## config.mk

```make
export PLATFORM = sky130hd
export DESIGN_NAME = mem_bridge32
export DESIGN_NICKNAME = d
export VERILOG_FILES = /design/src/rtl/mem_bridge32.sv
export SDC_FILE = /design/constraint.sdc
export NUM_CORES = 1
export LEC_CHECK = 0
export BUFFER_PORTS_ARGS = -buffer_cell sky130_fd_sc_hd__buf_4
export CAP_MARGIN = 20
export CELL_PAD_IN_SITES_DETAIL_PLACEMENT = 1
export CELL_PAD_IN_SITES_GLOBAL_PLACEMENT = 2
export CORE_MARGIN = 2
export CORE_UTILIZATION = 28
export DETAILED_ROUTE_END_ITERATION = 8
export PLACE_DENSITY = 0.95
export SYNTH_ARGS = -nofsm -noshare
export SYNTH_HDL_FRONTEND = slang
export SYNTH_SLANG_ARGS = --single-unit
export TNS_END_PERCENT = 10
```

## constraint.sdc

```tcl
create_clock -name clk -period 2.5 [get_ports clk]
set_input_delay 0.125 -clock clk [delete_from_list [all_inputs] [get_ports clk]]
set_output_delay 0.125 -clock clk [all_outputs]
set_load 0.02 [all_outputs]
```

## src/rtl/mem_bridge32.sv

```systemverilog
// mem_bridge32: 64-bit CPU load/store bus responder on a 32-bit byte-enabled synchronous RAM.
//   clk, reset (sync, active-high)
//   CPU side : mem_address, mem_datasize (0 byte,1 wyde,2 tetra,3 octa), mem_read, mem_write,
//              mem_writedata (right-justified) -> mem_readdata (right-justified, zero-extended), mem_done
//   RAM side : ram_addr (word), ram_we, ram_byteen (bit 3 = [31:24]), ram_wdata, ram_rdata (1-cycle latency)
//   Option   : MEM_BRIDGE_OOR_EN completes out-of-range requests immediately without touching RAM.
module mem_bridge32 #(
  parameter int ADDR_W = 14
) (
  input  logic              clk,
  input  logic              reset,
  input  logic [63:0]       mem_address,
  input  logic [1:0]        mem_datasize,
  input  logic              mem_read,
  input  logic              mem_write,
  input  logic [63:0]       mem_writedata,
  output logic [63:0]       mem_readdata,
  output logic              mem_done,
  output logic [ADDR_W-1:0] ram_addr,
  output logic              ram_we,
  output logic [3:0]        ram_byteen,
  output logic [31:0]       ram_wdata,
  input  logic [31:0]       ram_rdata
);
  typedef enum logic [2:0] {IDLE, RD_HI, RD_LO, RD_LAST, WR_HI, WR_LO, DONE} state_t;
  state_t              r_state;
  logic [1:0]          r_size;
  logic [1:0]          r_off;
  logic [31:0]         r_wlo;
  logic                w_oor;
  logic                w_unused;
  logic [ADDR_W-1:0]   w_addr0;
  logic [31:0]         w_wdata;
  logic [3:0]          w_be;
  logic [63:0]         w_lane;
`ifdef MEM_BRIDGE_OOR_EN
  assign w_oor = |mem_address[62:ADDR_W+2];
`else
  assign w_oor = 1'b0;
`endif
  assign w_unused = ^mem_address[63:ADDR_W+2];
  // Octas start at the even (high) word; everything else at its own word.
  always_comb begin
    w_addr0 = mem_datasize == 2'd3 ? {mem_address[ADDR_W+1:3], 1'b0} : mem_address[ADDR_W+1:2];
    w_wdata = mem_datasize == 2'd0 ? {4{mem_writedata[7:0]}} :
              mem_datasize == 2'd1 ? {2{mem_writedata[15:0]}} :
              mem_datasize == 2'd2 ? mem_writedata[31:0] : mem_writedata[63:32];
    w_be    = mem_datasize == 2'd0 ? 4'b1000 >> mem_address[1:0] :
              mem_datasize == 2'd1 ? (mem_address[1] ? 4'b0011 : 4'b1100) : 4'b1111;
    // Big-endian lanes: byte offset 0 sits in [31:24].
    w_lane  = r_size == 2'd3 ? {mem_readdata[63:32], ram_rdata} :
              r_size == 2'd2 ? {32'b0, ram_rdata} :
              r_size == 2'd1 ? {48'b0, r_off[1] ? ram_rdata[15:0] : ram_rdata[31:16]} :
                               {56'b0, ram_rdata[{~r_off, 3'b000} +: 8]};
  end
  always_ff @(posedge clk) begin
    if (reset) begin
      r_state      <= IDLE;
      r_size       <= '0;
      r_off        <= '0;
      r_wlo        <= '0;
      mem_readdata <= '0;
      mem_done     <= 1'b0;
      ram_addr     <= '0;
      ram_we       <= 1'b0;
      ram_byteen   <= '0;
      ram_wdata    <= '0;
    end else begin
      mem_done   <= 1'b0;
      ram_we     <= 1'b0;
      ram_byteen <= '0;
      case (r_state)
        IDLE: if (mem_read || mem_write) begin
          r_size <= mem_datasize;
          r_off  <= mem_address[1:0];
          r_wlo  <= mem_writedata[31:0];
          if (w_oor) begin
            r_state  <= DONE;
            mem_done <= 1'b1;
            if (mem_read) mem_readdata <= '0;
          end else begin
            ram_addr <= w_addr0;
            r_state  <= mem_read ? RD_HI : WR_HI;
            if (!mem_read) begin
              ram_we     <= 1'b1;
              ram_byteen <= w_be;
              ram_wdata  <= w_wdata;
            end
          end
        end
        RD_HI: if (r_size == 2'd3) begin
          ram_addr <= {ram_addr[ADDR_W-1:1], 1'b1};
          r_state  <= RD_LO;
        end else r_state <= RD_LAST;
        RD_LO: begin
          mem_readdata[63:32] <= ram_rdata;
          r_state             <= RD_LAST;
        end
        RD_LAST: begin
          mem_readdata <= w_lane;
          mem_done     <= 1'b1;
          r_state      <= DONE;
        end
        WR_HI: if (r_size == 2'd3) begin
          ram_we     <= 1'b1;
          ram_byteen <= 4'hF;
          ram_wdata  <= r_wlo;
          ram_addr   <= {ram_addr[ADDR_W-1:1], 1'b1};
          r_state    <= WR_LO;
        end else begin
          mem_done <= 1'b1;
          r_state  <= DONE;
        end
        WR_LO: begin
          mem_done <= 1'b1;
          r_state  <= DONE;
        end
        default: r_state <= IDLE;
      endcase
    end
  end
endmodule
```

==> impl_table.tex <==
\begin{tabular}{lr}
\hline
Metric & Value \\
\hline
\multicolumn{2}{l}{\textbf{STA}} \\
\quad Unrepaired setup endpoints after global routing & no \\
\quad Transition at the pin with the smallest max-transition slack & 0.7753 ns \\
\quad Sum of negative setup slack & 0 ns \\
\quad Minimum clock period after layout & 2.069 ns \\
\quad Highest achievable clock rate & 0.4834 GHz \\
\quad Final setup violation count & 0 \\
\quad Final Hold Fails & 0 \\
\quad Period utilisation layout & 0.8275 \\
\quad Count of pins over their slew limit & 0 \\
\quad WHS & 0.01826 ns \\
\quad Final critical-path setup slack & 0.4313 ns \\
\quad Worst clock skew & 0.01369 ns \\
\quad Max-Slew Margin vs Limit & 0.4819 \\
\multicolumn{2}{l}{\textbf{Setup path}} \\
\quad Kind of critical path & register to register \\
\quad RR Startpoint & r\_state[2]\$\_SDFFE\_PP0P\_ \\
\quad End of the critical path & ram\_wdata[4]\$\_SDFFE\_PP0P\_ \\
\quad Worst Path Arrival & 2.42 ns \\
\quad Setup slack, reg-to-reg & 0.43 ns \\
\quad Biggest fanout along the worst timing path & 13 \\
\quad Element type at the critical path end & register \\
\quad Data required, critical path & 2.85 ns \\
\quad Register-to-Register Path Depth & 4 \\
\quad Launching element type of the critical path & register \\
\quad Critical path startpoint & r\_state[2]\$\_SDFFE\_PP0P\_ \\
\quad Terminus of the critical flop-to-flop path & ram\_wdata[4]\$\_SDFFE\_PP0P\_ \\
\multicolumn{2}{l}{\textbf{CTS}} \\
\quad Number of buffers added by the clock tree synthesis step & 17 \\
\quad Clk buf depth & 2 \\
\quad Deepest level of the CTS H-tree & 4 \\
\quad Clock-pin slew on the worst setup and hold paths & 0.07 ns \\
\quad Number of clock sinks seen by CTS & 155 \\
\quad Resized cells post-CTS & 0 \\
\quad Clock tree from TritonCTS & done \\
\quad Number of hold buffers added after CTS & 75 \\
\quad Number of buffers inserted to repair setup after CTS & 0 \\
\quad Clock tree root driver cell & sky130\_fd\_sc\_hd\_\_clkbuf\_16 \\
\quad Clock latency on the worst-skew pair & 0.43 ns \\
\multicolumn{2}{l}{\textbf{Cells and area}} \\
\quad Net count, final & 1256 \\
\quad Final cell utilization of the core & 0.4294 \\
\quad P\&R area growth vs syn & 50.07\% \\
\quad Fraction of layout instances using a drive strength above 1 & 0.2801 \\
\multicolumn{2}{l}{\textbf{Synthesis}} \\
\quad Post-Synthesis Cell Area & 6756 um2 \\
\quad Post-Synthesis Cells & 815 \\
\quad Synthesis-stage register bit count & 155 \\
\quad Syn\_area\_per\_cell & 8.290 um2 \\
\quad Proportion of netlist area held by the largest area contributor & 0.4593 \\
\quad Synth Warn \# & 0 \\
\quad Leading post-synthesis cells by cell area & sky130\_fd\_sc\_hd\_\_dfxtp\_1 (46\%), sky130\_fd\_sc\_hd\_\_nand2\_1 (9.3\%), sky130\_fd\_sc\_hd\_\_a21oi\_1 (5.9\%), sky130\_fd\_sc\_hd\_\_mux2i\_1 (4.6\%), sky130\_fd\_sc\_hd\_\_nor2\_1 (4.5\%) \\
\quad Proportion of synthesized chip area in sequential cells & 0.4593 \\
\quad Leading area contributor after synthesis & sky130\_fd\_sc\_hd\_\_dfxtp\_1 \\
\quad Yosys cell types & 39 \\
\quad Number of nets in the synthesized netlist & 981 \\
\multicolumn{2}{l}{\textbf{Global route}} \\
\quad Wire length of the first global-routing pass & 42.13 mm \\
\quad Largest net degree at the start of global routing & 98 \\
\quad Residual overflow from global routing & 0 \\
\quad Number of antenna violations at the first check in global routing & 3 \\
\quad Vias in the first global route & 7478 \\
\quad Global routing usage summed across all routing layers & 0.2102 \\
\multicolumn{2}{l}{\textbf{Floorplanning}} \\
\quad Placeable core area & 23610 um2 \\
\quad Area enclosed by the die boundary & 25390 um2 \\
\quad Die extent in y & 159.3 um \\
\quad Num ports & 282 \\
\quad Initial Utilization & 0.2861 \\
\quad Placement row count & 56 \\
\quad Width of the chip & 159.3 um \\
\multicolumn{2}{l}{\textbf{Hold path}} \\
\quad Min-delay src & mem\_writedata[1] \\
\quad Worst min-delay path class & input pin to register \\
\quad Worst hold path stage count & 3 \\
\multicolumn{2}{l}{\textbf{Flow run}} \\
\quad Max-capacitance violation count & 0 \\
\multicolumn{2}{l}{\textbf{Power}} \\
\quad Net switching component of the power & 3.014 mW \\
\quad Internal power of the cells & 5.474 mW \\
\quad Switching power share of the total & 0.3551 \\
\quad Relative contribution of sequential cells to total power & 0.362 \\
\quad Combinational share of power & 0.328 \\
\quad Clock group share of total power & 0.310 \\
\quad Leakage & 4.203 nW \\
\quad Power per standard cell area & 837.1 nW/um2 \\
\quad VDD IR-drop max & 0.5517 mV \\
\multicolumn{2}{l}{\textbf{Place}} \\
\quad Final RePlAce weighted congestion & 0.8477 \\
\quad Count of input and output buffers & 233 \\
\quad Placement Setup Slack & 0.4124 ns \\
\quad Half-perimeter wire length after detailed placement & 18.36 mm \\
\multicolumn{2}{l}{\textbf{Route}} \\
\quad Final wirelength & 27.35 mm \\
\quad DR pass1 iterations & 5 \\
\quad Post-detailed-route DRC marker count & 0 \\
\quad Average vias per placed instance & 5.053 \\
\quad Via count of the routed design & 7201 \\
\quad ANT nets after route & 0 \\
\quad Detail-routed net length per standard cell & 19.19 um \\
\quad Initial detailed-routing violation count & 477 \\
\multicolumn{2}{l}{\textbf{Run status}} \\
\quad Status & completed \\
\hline
\end{tabular}
==> state kept, by name, summed over array words and instances (netlist names), 2 cells and up <==
name          cells
r_wlo            32
r_state           3
ram_byteen        4
r_size            2
ram_addr         14
ram_wdata        32
r_off             2
mem_readdata     64
==> cell usage in the layout, fill, tap and decap left out, types with 3 or more instances in the layout <==
cell and count:
sky130_fd_sc_hd__nand2b_1 14, sky130_fd_sc_hd__a22oi_1 32, sky130_fd_sc_hd__inv_1 4, sky130_fd_sc_hd__clkinv_2 3, sky130_fd_sc_hd__nor3_1 9, sky130_fd_sc_hd__o21bai_1 3, sky130_fd_sc_hd__buf_4 251, sky130_fd_sc_hd__clkbuf_16 17
sky130_fd_sc_hd__a21oi_1 80, sky130_fd_sc_hd__diode_2 3, sky130_fd_sc_hd__dlygate4sd3_1 75, sky130_fd_sc_hd__mux2_2 16, sky130_fd_sc_hd__buf_12 4, sky130_fd_sc_hd__nand3_1 26, sky130_fd_sc_hd__mux2i_1 31, sky130_fd_sc_hd__dfxtp_1 155
sky130_fd_sc_hd__o211ai_1 29, sky130_fd_sc_hd__a211oi_1 10, sky130_fd_sc_hd__a311oi_1 24, sky130_fd_sc_hd__clkinv_4 3, sky130_fd_sc_hd__o22ai_1 16, sky130_fd_sc_hd__a221oi_1 8, sky130_fd_sc_hd__o21ai_0 5, sky130_fd_sc_hd__clkinvlp_4 3
sky130_fd_sc_hd__a22o_1 8, sky130_fd_sc_hd__nand2_1 168, sky130_fd_sc_hd__nor2_1 80, sky130_fd_sc_hd__nor2b_1 4
==> per-stage QoR <==
| step | power, mW | instances | area, um2 |
|---|---|---|---|
| floorplan | 4.726 | 815 | 6756 |
| global placement | 5.712 | 1315 | 8787 |
| detailed placement | 5.779 | 1315 | 8787 |
| CTS | 8.538 | 1422 | 10130 |
| global route | 8.918 | 1425 | 10140 |
| finish | 8.488 | 1425 | 10140 |
==> worst max-delay path: stages, from the launching register on <==
cell and delay (ns):
sky130_fd_sc_hd__dfxtp_1 0.43, sky130_fd_sc_hd__or3b_1 0.47, sky130_fd_sc_hd__a21oi_4 0.43, sky130_fd_sc_hd__nand2b_1 0.39, sky130_fd_sc_hd__o22ai_1 0.27
==> cells by family after synthesis <==
| family | count (synthesis) | synth area share |
|---|---|---|
| DFF | 155 | 0.4593 |
| AOI/OAI and AO/OA | 224 | 0.2226 |
| and+or+nand+nor | 311 | 0.1924 |
| muxes | 47 | 0.07259 |
| buffers and inverters | 78 | 0.05315 |
==> power groups by stage <==
stage	clock (mW)	sequential (mW)	combinational (mW)
2_1_floorplan	0	3.33	1.39
5_1_grt	2.79	3.12	3.01
6_report	2.63	3.07	2.79
4_1_cts	2.70	3.07	2.76
3_5_place_dp	0	3.12	2.66
3_3_place_gp	0	3.10	2.61
==> Yosys cell counts (all sizes together) <==
master and n:
a221o 1, a21oi 81, inv 4, o21bai 3, o21a 1, nand2 168, o21ai 5, clkbuf 44
nor2b 4, a21o 1, nand2b 14, or3 2, a31oi 2, a22oi 32, o22ai 16, o211ai 29
or3b 1, or2 1, buf 30, o2bb2ai 1, a311oi 24, nor3 10, mux2i 31, nor3b 1
nor2 82, and2 2, a221oi 8, dfxtp 155, a211oi 10, mux2 16, a211o 2, nand3 26
a22o 8
==> layer usage <==
layer / vias up / track usage / wire (um)
met4: 0 / 0.1182 / 1284
met5: - / 0 / 0
li1: 3431 / - / -
met2: 210 / 0.3453 / 13060
met1: 3485 / 0.2601 / 11700
met3: 75 / 0.03855 / 1304
==> final cells by class <==
cell class	instances	area, um2
fill	2775	13470
multi-input combinational	582	3306
sequential	155	3103
timing repair buffer	330	2715
clock buffer	19	452.9
tap	319	399.1
clock inverter	13	141.4
inverter	4	15.01
antenna	3	7.507
==> how the worst min path moves through the flow <==
stage                                               end  slack (ns)
after floorplan                   r_wlo[0]$_SDFFE_PP0P_        0.26
after global placement    mem_readdata[34]$_SDFFE_PP0P_        0.37
after detailed placement  mem_readdata[34]$_SDFFE_PP0P_        0.38
after CTS                         r_wlo[1]$_SDFFE_PP0P_      0.0008
after global routing      mem_readdata[57]$_SDFFE_PP0P_        0.01
final                             r_wlo[1]$_SDFFE_PP0P_        0.02
(Power assumes the default switching activity.)
